### config.mk
export PLATFORM = sky130hd
export DESIGN_NAME = sys_signal_gen
export DESIGN_NICKNAME = d
export VERILOG_FILES = /design/src/rtl/sys_signal_pkg.sv /design/src/rtl/sys_signal_ch.sv /design/src/rtl/sys_signal_gen.sv
export SDC_FILE = /design/constraint.sdc
export NUM_CORES = 1
export LEC_CHECK = 0
export BUFFER_PORTS_ARGS = -buffer_cell sky130_fd_sc_hd__buf_2
export CORE_MARGIN = 8
export CORE_UTILIZATION = 29
export CTS_CLUSTER_SIZE = 20
export DETAILED_ROUTE_END_ITERATION = 6
export RECOVER_POWER = 50
export REMOVE_ABC_BUFFERS = 1
export SETUP_SLACK_MARGIN = 0.15
export SKIP_LAST_GASP = 1
export SYNTH_ARGS = -nofsm -noshare
export SYNTH_HDL_FRONTEND = slang
export SYNTH_SLANG_ARGS = --single-unit
### constraint.sdc
create_clock -name sys_clk -period 2.3 [get_ports sys_clk]
set_input_delay 0.345 -clock sys_clk [delete_from_list [all_inputs] [get_ports sys_clk]]
set_output_delay 0.345 -clock sys_clk [all_outputs]
set_load 0.1 [all_outputs]
### src/rtl/sys_signal_pkg.sv
// sys_signal_pkg: shared types and helpers for the system-signal generator
package sys_signal_pkg;
  localparam int CNT_W_DEF = 8;
  typedef enum logic {HOLD, RUN} state_t;
  typedef logic [CNT_W_DEF-1:0] cnt_t;
  function automatic int hold_w(input int rst_hold);
    return $clog2(rst_hold + 1);
  endfunction
endpackage

### src/rtl/sys_signal_ch.sv
// sys_signal_ch: one divided-clock/strobe channel with configuration latched at load
module sys_signal_ch #(
  parameter int CNT_W = 8
) (
  input  logic             sys_clk,
  input  logic             sys_rst,
  input  logic             run,
  input  logic             en,
  input  logic [CNT_W-1:0] period,
  input  logic [CNT_W-1:0] phase,
  output logic             active,
  output logic             tick,
  output logic             div
);
  logic [CNT_W-1:0] cnt, p_q;
  assign tick = active & (cnt == p_q - 1'b1);
  always_ff @(posedge sys_clk or posedge sys_rst) begin
    if (sys_rst) begin
      active <= 1'b0;
      cnt    <= '0;
      p_q    <= '0;
      div    <= 1'b0;
    end else if (run & en & !active) begin
      p_q    <= period;
      cnt    <= (phase < period) ? phase : '0;
      active <= (period != '0);
    end else if (active & en) begin
      cnt <= tick ? '0 : cnt + 1'b1;
      div <= tick ? ~div : div;
    end else if (active) begin
      active <= 1'b0;
      cnt    <= '0;
      div    <= 1'b0;
    end
  end
endmodule

### src/rtl/sys_signal_gen.sv
// sys_signal_gen: stretched reset release plus NUM_CH programmable divided clocks/strobes
module sys_signal_gen
  import sys_signal_pkg::*;
#(
  parameter int NUM_CH   = 2,
  parameter int CNT_W    = 8,
  parameter int RST_HOLD = 4
) (
  input  logic                    sys_clk,
  input  logic                    sys_rst,
  input  logic [NUM_CH-1:0]       ch_en,
  input  logic [NUM_CH*CNT_W-1:0] ch_period,
  input  logic [NUM_CH*CNT_W-1:0] ch_phase,
  output logic                    rst_out,
  output logic                    run,
  output logic [NUM_CH-1:0]       ch_active,
  output logic [NUM_CH-1:0]       ch_tick,
  output logic [NUM_CH-1:0]       ch_div
);
  localparam int HW = hold_w(RST_HOLD);
  state_t state, state_n;
  logic [HW-1:0] hold_cnt, hold_n;
  logic hold_done;
  always_ff @(posedge sys_clk or posedge sys_rst) begin
    if (sys_rst) begin
      state    <= HOLD;
      hold_cnt <= '0;
    end else begin
      state    <= state_n;
      hold_cnt <= hold_n;
    end
  end
  always_comb begin
    hold_done = (hold_cnt == HW'(RST_HOLD - 1));
    state_n   = (state == HOLD && hold_done) ? RUN : state;
    hold_n    = (state == HOLD && !hold_done) ? hold_cnt + HW'(1) : hold_cnt;
  end
  assign rst_out = (state == HOLD);
  assign run     = (state == RUN);
  for (genvar i = 0; i < NUM_CH; i++) begin : g_ch
    sys_signal_ch #(.CNT_W(CNT_W)) u_ch (
      .sys_clk(sys_clk),
      .sys_rst(sys_rst),
      .run    (run),
      .en     (ch_en[i]),
      .period (ch_period[i*CNT_W +: CNT_W]),
      .phase  (ch_phase[i*CNT_W +: CNT_W]),
      .active (ch_active[i]),
      .tick   (ch_tick[i]),
      .div    (ch_div[i])
    );
  end
endmodule
==> results of run 1 <==
cell usage after synthesis, types with 7 or more instances:
library cell and number:
inv_1 26, dfrtp_1 40, and3_1 10, a22oi_1 13, clkbuf_1 7, o21ai_0 33
a21oi_1 10, nor2_1 15, xnor2_1 11, nand3_1 11, nand2_1 39, xor2_1 9
ha_1 20, nor3_1 14
timing repair:
action / in CTS / in global routing
setup buffers: 5 / 1
pin swaps: 8 / 7
endpoints found under the setup margin: 4 / 4
resized for setup: 18 / 5
power by group through the flow:
stage,sequential [W],combinational [W],clock (W)
CTS,0.000903,0.000624,0.000703
detailed placement,0.000913,0.000571,0
floorplan,0.000954,0.000343,0
finish,0.000902,0.000635,0.000683
global route,0.000917,0.000710,0.000732
global placement,0.000908,0.000557,0
worst reg2reg max path: cells and delay by family (launching register included):
kind	cells	cell delay, ns
AO/OA/AOI/OAI	4	0.66
buffers and inverters	1	0.20
flip-flops	1	0.49
AND/OR/NAND/NOR	2	0.62
metrics by stage:
step                      area (um2)  TNS [ns]  hold slack (ns)   util
after floorplan                 2820     -1.32            0.450      -
after global placement          3320         0            0.462  0.329
after detailed placement        3320         0            0.477  0.329
after CTS                       3540    -0.117            0.185  0.351
after global routing            3570    -0.277            0.298  0.354
final                           3570    -0.103            0.303  0.354
logic make-up after synthesis:
| family | count (synthesis) |
|---|---|
| adders and majority gates | 20 |
| and+or+nand+nor | 125 |
| xor gates and xnor gates | 20 |
| DFF | 40 |
| AOI/OAI and AO/OA | 90 |
| buffers and inverters | 48 |
| muxes | 3 |
layer usage:
metal,global-route usage,part of all wire
met1,0.149,0.45
met2,0.197,0.49
met3,0.0221,0.031
met4,0.0503,0.022
met5,0,0
layout by cell type, fill, tap and decap left out, types with 4 or more instances in the layout:
cell,netlist,final
a211o_1,4,4
a21o_1,4,4
a21oi_1,10,10
a22oi_1,13,13
and3_1,10,10
buf_2,5,41
buf_4,6,14
clkbuf_8,0,5
dfrtp_1,40,36
dfrtp_2,0,4
ha_1,20,18
inv_1,26,21
inv_2,0,5
nand2_1,39,39
nand2b_1,6,6
nand3_1,11,10
nor2_1,15,15
nor3_1,14,12
nor3b_1,4,4
nor4_1,5,5
o21ai_0,33,32
or2_2,4,4
xnor2_1,11,11
xor2_1,9,9
flip-flops by register name (all words and copies together), names as in the netlist:
register and flops:
g_ch.u_ch.active 2, g_ch.u_ch.cnt 16, g_ch.u_ch.div 2, g_ch.u_ch.p_q 16
hold_cnt 3, run 1
worst max path at each step:
stage,endpoint,cells after the start
after floorplan,ch_tick[0],7
after global placement,ch_tick[0],8
after detailed placement,ch_tick[0],8
after CTS,ch_tick[0],8
after global routing,ch_tick[0],8
final,ch_tick[0],6
final cells by class:
| cell class | count | area share |
|---|---|---|
| Multi-Input combinational cell | 258 | 0.503 |
| Sequential cell | 40 | 0.282 |
| Timing Repair Buffer | 60 | 0.104 |
| Tap cell | 136 | 0.0477 |
| Inverter | 26 | 0.0273 |
| Clock buffer | 5 | 0.0193 |
| Clock inverter | 2 | 0.0168 |
==> impl_metrics.tcl, run 1 <==
set metrics [dict create \
    cp.arrival_ns 2.06 \
    synth_area_leaders "dfrtp_1 (34%), ha_1 (8.5%), o21ai_0 (5.6%)" \
    hold_viol_final 0 \
    pwr-share-seq 0.406 \
    timing.rr.start "g_ch[0].u_ch.p_q[3]$_DFFE_PP0P_" \
    numCtsBuffers 5 \
    cts.htree.levels 2 \
    grt_max_degree 41 \
    synth_cell_type_count 48 \
    synthCells 346 \
    synthXorXnorAreaFrac 0.0593 \
    synth_mux_area_frac 0.0114 \
    tightest_slew_ns 1.01 \
    postRouteWirelength_um 7630 \
    syn2layout_area_growth_pct 20.9 \
    dp_cells 514 \
    synth-simple-area-share 0.226 \
    hold_depth 3 \
    drive_above_1_share 0.248 \
    grt_remaining_overflow 0 \
    avgSynthCellArea_um2 8.53 \
    core-area_um2 10100 \
    p_leak_nw 1.63 \
    fmax_mhz 416 \
    synth_top_area_frac 0.339 \
    slew_headroom 0.328 \
    finalNonFillerCells 527 \
    grt_pass1_vias 2638 \
    yosysTopAreaCell "dfrtp_1" \
    yosys_warnings 0 \
    p_total_w 0.00222 \
    initial_core_util 0.292 \
    fillers 1066 \
    p_sw_w 0.000729 \
    synth-edff-count 0 \
    r2r_cells 7 \
    outcome "finished with violations" \
    setup_slack_ns -0.103 \
    dpl.hpwl_um 5920 \
    cts_sinks 40 \
    die_h_um 117 \
    rr_endpoint "g_ch[0].u_ch.cnt[7]$_DFFE_PP0P_" \
    firstDrtPassIters 6 \
    place_ws_ns 0.0796 \
    report.final.setup_viol 1 \
    clock_latency_ns 0.30 \
    drv_slew 0 \
    viasPerCell 4.94 \
    register_area_um2 1010 \
    async_reset_ff_frac 1.00 \
    synthFlopType "dfrtp_1" \
    worstSetupEndpointType "primary output" \
    numPortBuffers 43 \
    maxCapViolCount 0 \
    gr-usage-all-layers 0.119 \
    cts.reportedPaths.clkPinSlew_ns 0.08 \
    holdBufCountCts 0 \
    pwr-share-clk 0.308 \
    synth_seq_area_share 0.339 \
    drt_iter0_markers 144 \
    rows 37 \
    die_area_um2 13700 \
    crit_path_max_fanout 6 \
    min_period_ns 2.40 \
    synth.cell_area_um2 2950 \
    hp-start "ch_phase[10]" \
    hold_end "g_ch[1].u_ch.cnt[2]$_DFFE_PP0P_" \
    cp-startpoint "g_ch[0].u_ch.p_q[3]$_DFFE_PP0P_" \
    synth_top_family_by_area "simple AND/OR/NAND/NOR gates" \
    p_comb_frac 0.286 \
    antenna_found_initial 0 \
    synth_compound_area_frac 0.202 \
    hold_path_class "input pin to register" \
    cp_slowest_stage_delay_ns 0.49 \
    finClkSkew_ns 0.00810 \
    multi_input_area_um2 1800 \
    cellPowerDensity_nw_per_um2 622 \
    slowest_stage "dfrtp_1" \
    ir_drop_v 0.000252 \
    io_pins 44 \
    reg2reg_slack_ns 0.23 \
    clockBufferDepth 2 \
    crit_chain "nor4_4, and4_1, a41oi_1, a211o_1, inv_2, buf_12" \
    grt_first_pass_wirelength_um 12900 \
    num_vias 2606 \
    cp_top_family "simple AND/OR/NAND/NOR gates" \
    post_drt_wl_per_cell_um 14.5 \
    cp_num_buf_inv 2 \
    nets 447 \
    cp.required_ns 1.96 \
    cts_tree "built" \
    yosys_register_bits 40 \
    path_class "register to primary output" \
    drc 0 \
    place_congestion 0.797 \
    min_period_over_period 1.04 \
    start_kind "register" \
    synthAdderAreaFrac 0.0848 \
    antennaDiodeCount 0 \
    grt_setup_unrepaired "true" \
    ctsRootBufferMaster "clkbuf_8" \
    antenna_left 0 \
    die-width_um 117 \
    p_int_w 0.00149 \
    violations "negative setup slack" \
    p_sw_frac 0.329 \
]
Note: power is estimated with default switching activity, not from simulation.
==> run 2: changes to the inputs <==
--- a/config.mk
+++ b/config.mk
@@ -5,7 +5,9 @@
 export SDC_FILE = /design/constraint.sdc
 export NUM_CORES = 1
 export LEC_CHECK = 0
+export ABC_AREA = 1
 export BUFFER_PORTS_ARGS = -buffer_cell sky130_fd_sc_hd__buf_2
+export CORE_ASPECT_RATIO = 0.5
 export CORE_MARGIN = 8
 export CORE_UTILIZATION = 29
 export CTS_CLUSTER_SIZE = 20
==> impl_metrics.tcl, run 2 <==
set metrics [dict create \
    outcome "complete, no violations" \
    register_area_um2 1000 \
    synth-edff-count 0 \
    numCtsBuffers 5 \
    cts_tree "built" \
    hold_viol_final 0 \
    hold_depth 3 \
    hold_end "g_ch[1].u_ch.p_q[2]$_DFFE_PP0P_" \
    antenna_left 0 \
    cp.required_ns 1.96 \
    reg.largest.list "g_ch.u_ch.cnt (16), g_ch.u_ch.p_q (16), hold_cnt (3)" \
    syn2layout_area_growth_pct 22.2 \
    antenna_found_initial 0 \
    synth_cell_type_count 26 \
    finClkSkew_ns 0.00610 \
    gr-usage-all-layers 0.117 \
    ir_drop_v 0.000283 \
    p_sw_frac 0.386 \
    die_area_um2 14200 \
    grt_use_met1 0.145 \
    slew_headroom 0.289 \
    holdBufCountCts 0 \
    yosys_register_bits 40 \
    synthFlopType "dfrtp_1" \
    num_vias 2830 \
    core-area_um2 10200 \
    synthCells 424 \
    start_kind "register" \
    multi_input_area_um2 1810 \
    p_sw_w 0.000989 \
    die_h_um 88.5 \
    p_leak_nw 1.90 \
    numPortBuffers 43 \
    setup_slack_ns 0.0842 \
    p_comb_frac 0.356 \
    drc 0 \
    pwr-share-seq 0.362 \
    hp-start "ch_period[10]" \
    post_drt_wl_per_cell_um 12.8 \
    fin_setup_tns_ns 0 \
    crit_path_max_fanout 2 \
    final_cell_mix "nand2_1 (108), inv_1 (55), nand3_1 (47)" \
    tightest_slew_ns 1.07 \
    firstDrtPassIters 4 \
    met2_usage 0.196 \
    report.final.setup_viol 0 \
    pwr-share-clk 0.282 \
    path_class "register to primary output" \
    grt_setup_unrepaired "true" \
    synth.cell_area_um2 3050 \
    p_int_w 0.00158 \
    grt_remaining_overflow 0 \
    timing.hold.ws_ns 0.277 \
    viasPerCell 4.59 \
    clock_latency_ns 0.29 \
    cts.reportedPaths.clkPinSlew_ns 0.06 \
    clockBufferDepth 2 \
    cts.htree.levels 2 \
    drv_slew 0 \
    final_common_cell "nand2_1" \
    nets 532 \
    dpl.hpwl_um 6230 \
    ctsRootBufferMaster "clkbuf_16" \
    drt_iter0_markers 135 \
    synth_common_cells "nand2_1 (112), inv_1 (62), nand3_1 (50)" \
    use_met3 0.0297 \
    rr_endpoint "g_ch[1].u_ch.div$_DFFE_PP0P_" \
    initial_core_util 0.298 \
    grt_max_degree 41 \
    cp.arrival_ns 1.87 \
    place_congestion 0.804 \
    fillers 1105 \
    reg2reg_slack_ns 0.47 \
    io_pins 44 \
    synth_top_area_frac 0.329 \
    drive_above_1_share 0.224 \
    r2r_cells 16 \
    antennaDiodeCount 0 \
    postRouteWirelength_um 7930 \
    yosys_warnings 0 \
    fmax_mhz 451 \
    die-width_um 161 \
    grt_first_pass_wirelength_um 13400 \
    min_period_over_period 0.963 \
    hold_path_class "input pin to register" \
    place_ws_ns 0.112 \
    min_period_ns 2.22 \
    yosysTopAreaCell "dfrtp_1" \
    cellPowerDensity_nw_per_um2 689 \
    yosys.cell_count.top_type "nand2_1" \
    worstSetupEndpointType "primary output" \
    maxCapViolCount 0 \
    timing.rr.start "g_ch[1].u_ch.p_q[1]$_DFFE_PP0P_" \
    globalRoute.busiestLayer "met2" \
    synth_area_leaders "dfrtp_1 (33%), nand2_1 (14%), ha_1 (8.2%)" \
    avgSynthCellArea_um2 7.19 \
    grt_pass1_vias 2817 \
    cts_sinks 40 \
    synth_seq_area_share 0.329 \
    rows 26 \
    async_reset_ff_frac 1.00 \
]
[run 2: cell types whose count changed after synthesis, moves of 6 or more]
cell      before  now
a22oi_1       13    0
and3_1        10    0
inv_1         26   62
nand2_1       39  112
nand2b_1       6    0
nand3_1       11   50
nand3b_1       3   10
nand4_1        3   24
nor2_2         0   10
nor3_1        14    1
o21ai_0       33   23
[run 2: worst max-delay path by stage]
stage	from	to	slack (ns)
after floorplan	g_ch[0].u_ch.active$_DFFE_PP0P_	ch_tick[0]	-0.37
after detailed placement	g_ch[1].u_ch.p_q[0]$_DFFE_PP0P_	ch_tick[1]	0.11
after global placement	g_ch[1].u_ch.p_q[0]$_DFFE_PP0P_	ch_tick[1]	0.20
final	g_ch[1].u_ch.p_q[1]$_DFFE_PP0P_	ch_tick[1]	0.08
after global routing	g_ch[1].u_ch.p_q[0]$_DFFE_PP0P_	ch_tick[1]	-0.05
after CTS	g_ch[1].u_ch.p_q[1]$_DFFE_PP0P_	ch_tick[1]	0.09
[run 2: kinds of logic after synthesis]
| group | share of synthesized area |
|---|---|
| xor gates and xnor gates | 0.0575 |
| buffers and inverters | 0.104 |
| DFF | 0.329 |
| AOI/OAI and AO/OA | 0.0587 |
| adders and majority gates | 0.0821 |
| and+or+nand+nor | 0.369 |
[run 2: final cells by class]
cell class              count  area share
well taps                 140      0.0471
multi-input cells         306       0.486
flip-flops and latches     40       0.269
inverters                  68      0.0699
clock inverters             2     0.00269
repair buffers             55      0.0884
clock buffers               6      0.0373
[run 2: critical path: stages, from the launching register on]
cell and delay [ns]:
dfrtp_1 0.36, inv_2 0.06, ha_4 0.26, inv_2 0.03
nand2_2 0.04, nand2_1 0.06, nor2_2 0.09, nand2_1 0.07
nor2_1 0.11, nand2_1 0.09, nor2_4 0.12, nand2_4 0.07
inv_4 0.06, buf_12 0.16
[run 2: what timing repair did]
action                     4_1_cts  5_1_grt
pin swaps                        8       12
resized for setup               10       15
setup endpoints to repair        2        2
buffers inserted                 7        1
[run 2: power by group through the flow]
stage          sequential, W  clock, W  combinational [W]
3_3_place_gp        0.000930         0           0.000808
2_1_floorplan       0.000968         0           0.000579
6_report            0.000927  0.000724           0.000913
4_1_cts             0.000923  0.000746           0.000877
3_5_place_dp        0.000932         0           0.000824
5_1_grt             0.000942  0.000786            0.00104
[run 2: per-layer routing]
metal,up-vias,share of wire,wire length (um)
met5,-,0,0
met3,11,0.036,284
li1,1479,-,-
met1,1293,0.49,3890
met2,47,0.46,3610
met4,0,0.018,142
[run 2: through the flow]
stage | total power [W] | instance area, um2 | instances | util
global route | 0.00277 | 3720 | 617 | 0.364
global placement | 0.00174 | 3430 | 601 | 0.336
CTS | 0.00255 | 3670 | 616 | 0.359
floorplan | 0.00155 | 2980 | 414 | -
finish | 0.00256 | 3720 | 617 | 0.364
detailed placement | 0.00176 | 3430 | 601 | 0.336
==> run 3: changes to the inputs <==
--- a/config.mk
+++ b/config.mk
@@ -10,6 +10,7 @@
 export CORE_ASPECT_RATIO = 0.5
 export CORE_MARGIN = 8
 export CORE_UTILIZATION = 29
+export CTS_BUF_LIST = sky130_fd_sc_hd__clkbuf_4
 export CTS_CLUSTER_SIZE = 20
 export DETAILED_ROUTE_END_ITERATION = 6
 export RECOVER_POWER = 50
==> impl_metrics.tcl, run 3 (synthesized netlist as in run 2, its figures left out) <==
set metrics [dict create \
    viasPerCell 4.64 \
    cellPowerDensity_nw_per_um2 612 \
    post_drt_wl_per_cell_um 13.1 \
    nets 532 \
    gr-usage-all-layers 0.117 \
    antenna_found_initial 0 \
    ir_drop_v 0.000210 \
    die-width_um 161 \
    syn2layout_area_growth_pct 19.3 \
    holdBufCountCts 0 \
    cts.htree.levels 2 \
    hold_viol_final 0 \
    reg2reg_slack_ns 0.43 \
    outcome "finished with violations" \
    reg.largest.list "g_ch.u_ch.cnt (16), g_ch.u_ch.p_q (16), hold_cnt (3)" \
    place_area_um2 3430 \
    hold_path_class "input pin to register" \
    firstDrtPassIters 4 \
    initial_core_util 0.298 \
    maxCapViolCount 0 \
    setup_slack_ns -0.0151 \
    grt_remaining_overflow 0 \
    place_congestion 0.804 \
    crit_top_cell "nand2_1" \
    num_vias 2864 \
    grt_first_pass_wirelength_um 13500 \
    crit_path_max_fanout 2 \
    fmax_mhz 432 \
    tightest_slew_ns 1.08 \
    finClkSkew_ns 0.00980 \
    die_h_um 88.5 \
    clockBufferDepth 2 \
    report.final.setup_viol 1 \
    worstSetupEndpointType "primary output" \
    drt_iter0_markers 145 \
    drc 0 \
    slowest_stage "dfrtp_1" \
    cp.required_ns 1.96 \
    violations "negative setup slack" \
    drive_above_1_share 0.229 \
    grt_setup_unrepaired "true" \
    core-area_um2 10200 \
    clock_latency_ns 0.35 \
    grt_pass1_vias 2841 \
    final_area_um2 3630 \
    start_kind "register" \
    p_leak_nw 1.85 \
    utilization 0.356 \
    die_area_um2 14200 \
    cp_slowest_stage_delay_ns 0.39 \
    antennaDiodeCount 0 \
    grt_max_degree 41 \
    crit_chain "inv_2, ha_4, inv_2, nand2_2, nand2_1, nor2_2, nand2_1, nor2_1, nand2_1, nor2_4, nand2_4, inv_4, buf_12" \
    ctsRootBufferMaster "clkbuf_4" \
    cts_tree "built" \
    final_cell_mix "nand2_1 (107), inv_1 (55), nand3_1 (46)" \
    dpl.hpwl_um 6230 \
    numPortBuffers 43 \
    cts_sinks 40 \
    cts.reportedPaths.clkPinSlew_ns 0.14 \
    postRouteWirelength_um 8050 \
    rows 26 \
    io_pins 44 \
    slew_headroom 0.278 \
    cp.arrival_ns 1.97 \
    numCtsBuffers 5 \
    antenna_left 0 \
    path_class "register to primary output" \
    drv_slew 0 \
    min_period_ns 2.32 \
    final_common_cell "nand2_1" \
    min_period_over_period 1.01 \
]
run 3: final cells by class:
class                           instances  area [um2]
Tap cell                              140         175
Clock buffer                            5        37.5
Timing Repair Buffer                   55         329
Sequential cell                        40        1000
Fill cell                            1110        6580
Clock inverter                          3        13.8
Multi-Input combinational cell        306        1820
Inverter                               68         260
run 3: power by group:
group	switching, W	total (W)	leakage [nW]	internal, W
clock	0.000262	0.000375	0.0324	0.000113
combinational	0.000577	0.000922	1.32	0.000345
sequential	0.000125	0.000928	0.499	0.000803
run 3: worst paths after layout:
kind,start,to,depth (start not counted)
hold / removal,ch_period[10],g_ch[1].u_ch.p_q[2]$_DFFE_PP0P_,3
min in group asynchronous,sys_rst,g_ch[1].u_ch.div$_DFFE_PP0P_,3
hold reg to reg,hold_cnt[0]$_DFFE_PP0P_,hold_cnt[0]$_DFFE_PP0P_,1
setup reg to reg,g_ch[0].u_ch.p_q[1]$_DFFE_PP0P_,g_ch[0].u_ch.div$_DFFE_PP0P_,12
max in group asynchronous,sys_rst,g_ch[0].u_ch.p_q[4]$_DFFE_PP0P_,3
setup / recovery,g_ch[1].u_ch.p_q[1]$_DFFE_PP0P_,ch_tick[1],13
run 3: critical path: cells and delay by family (launching register included):
kind	cells	cell delay [ns]
buffers and inverters	4	0.31
adders and majority gates	1	0.26
DFF	1	0.39
and+or+nand+nor	8	0.65
run 3: repair_timing:
item | CTS | global route
buffers inserted | 7 | 1
setup endpoints to repair | 2 | 2
resized for setup | 10 | 18
pin swaps | 8 | 14
run 3: stage by stage:
stage | setup WS [ns] | cells | total power (W) | setup TNS (ns) | hold slack [ns]
final | -0.0151 | 617 | 0.00222 | -0.0151 | 0.198
after global placement | 0.203 | 601 | 0.00174 | 0 | 0.461
after global routing | -0.175 | 617 | 0.00242 | -0.237 | 0.176
after CTS | -0.0207 | 616 | 0.00219 | -0.0207 | 0.0990
after detailed placement | 0.112 | 601 | 0.00176 | 0 | 0.465
after floorplan | -0.373 | 414 | 0.00155 | -0.639 | 0.446
run 3: per-layer routing:
metal  share of wire  GRT usage  vias to the layer above  wire [um]
met5               0          0                        -          0
met4           0.012     0.0359                        0        100
met3           0.037     0.0269                        8        297
met2            0.46      0.199                       53       3680
met1            0.49      0.146                     1320       3970
li1                -          -                     1483          -
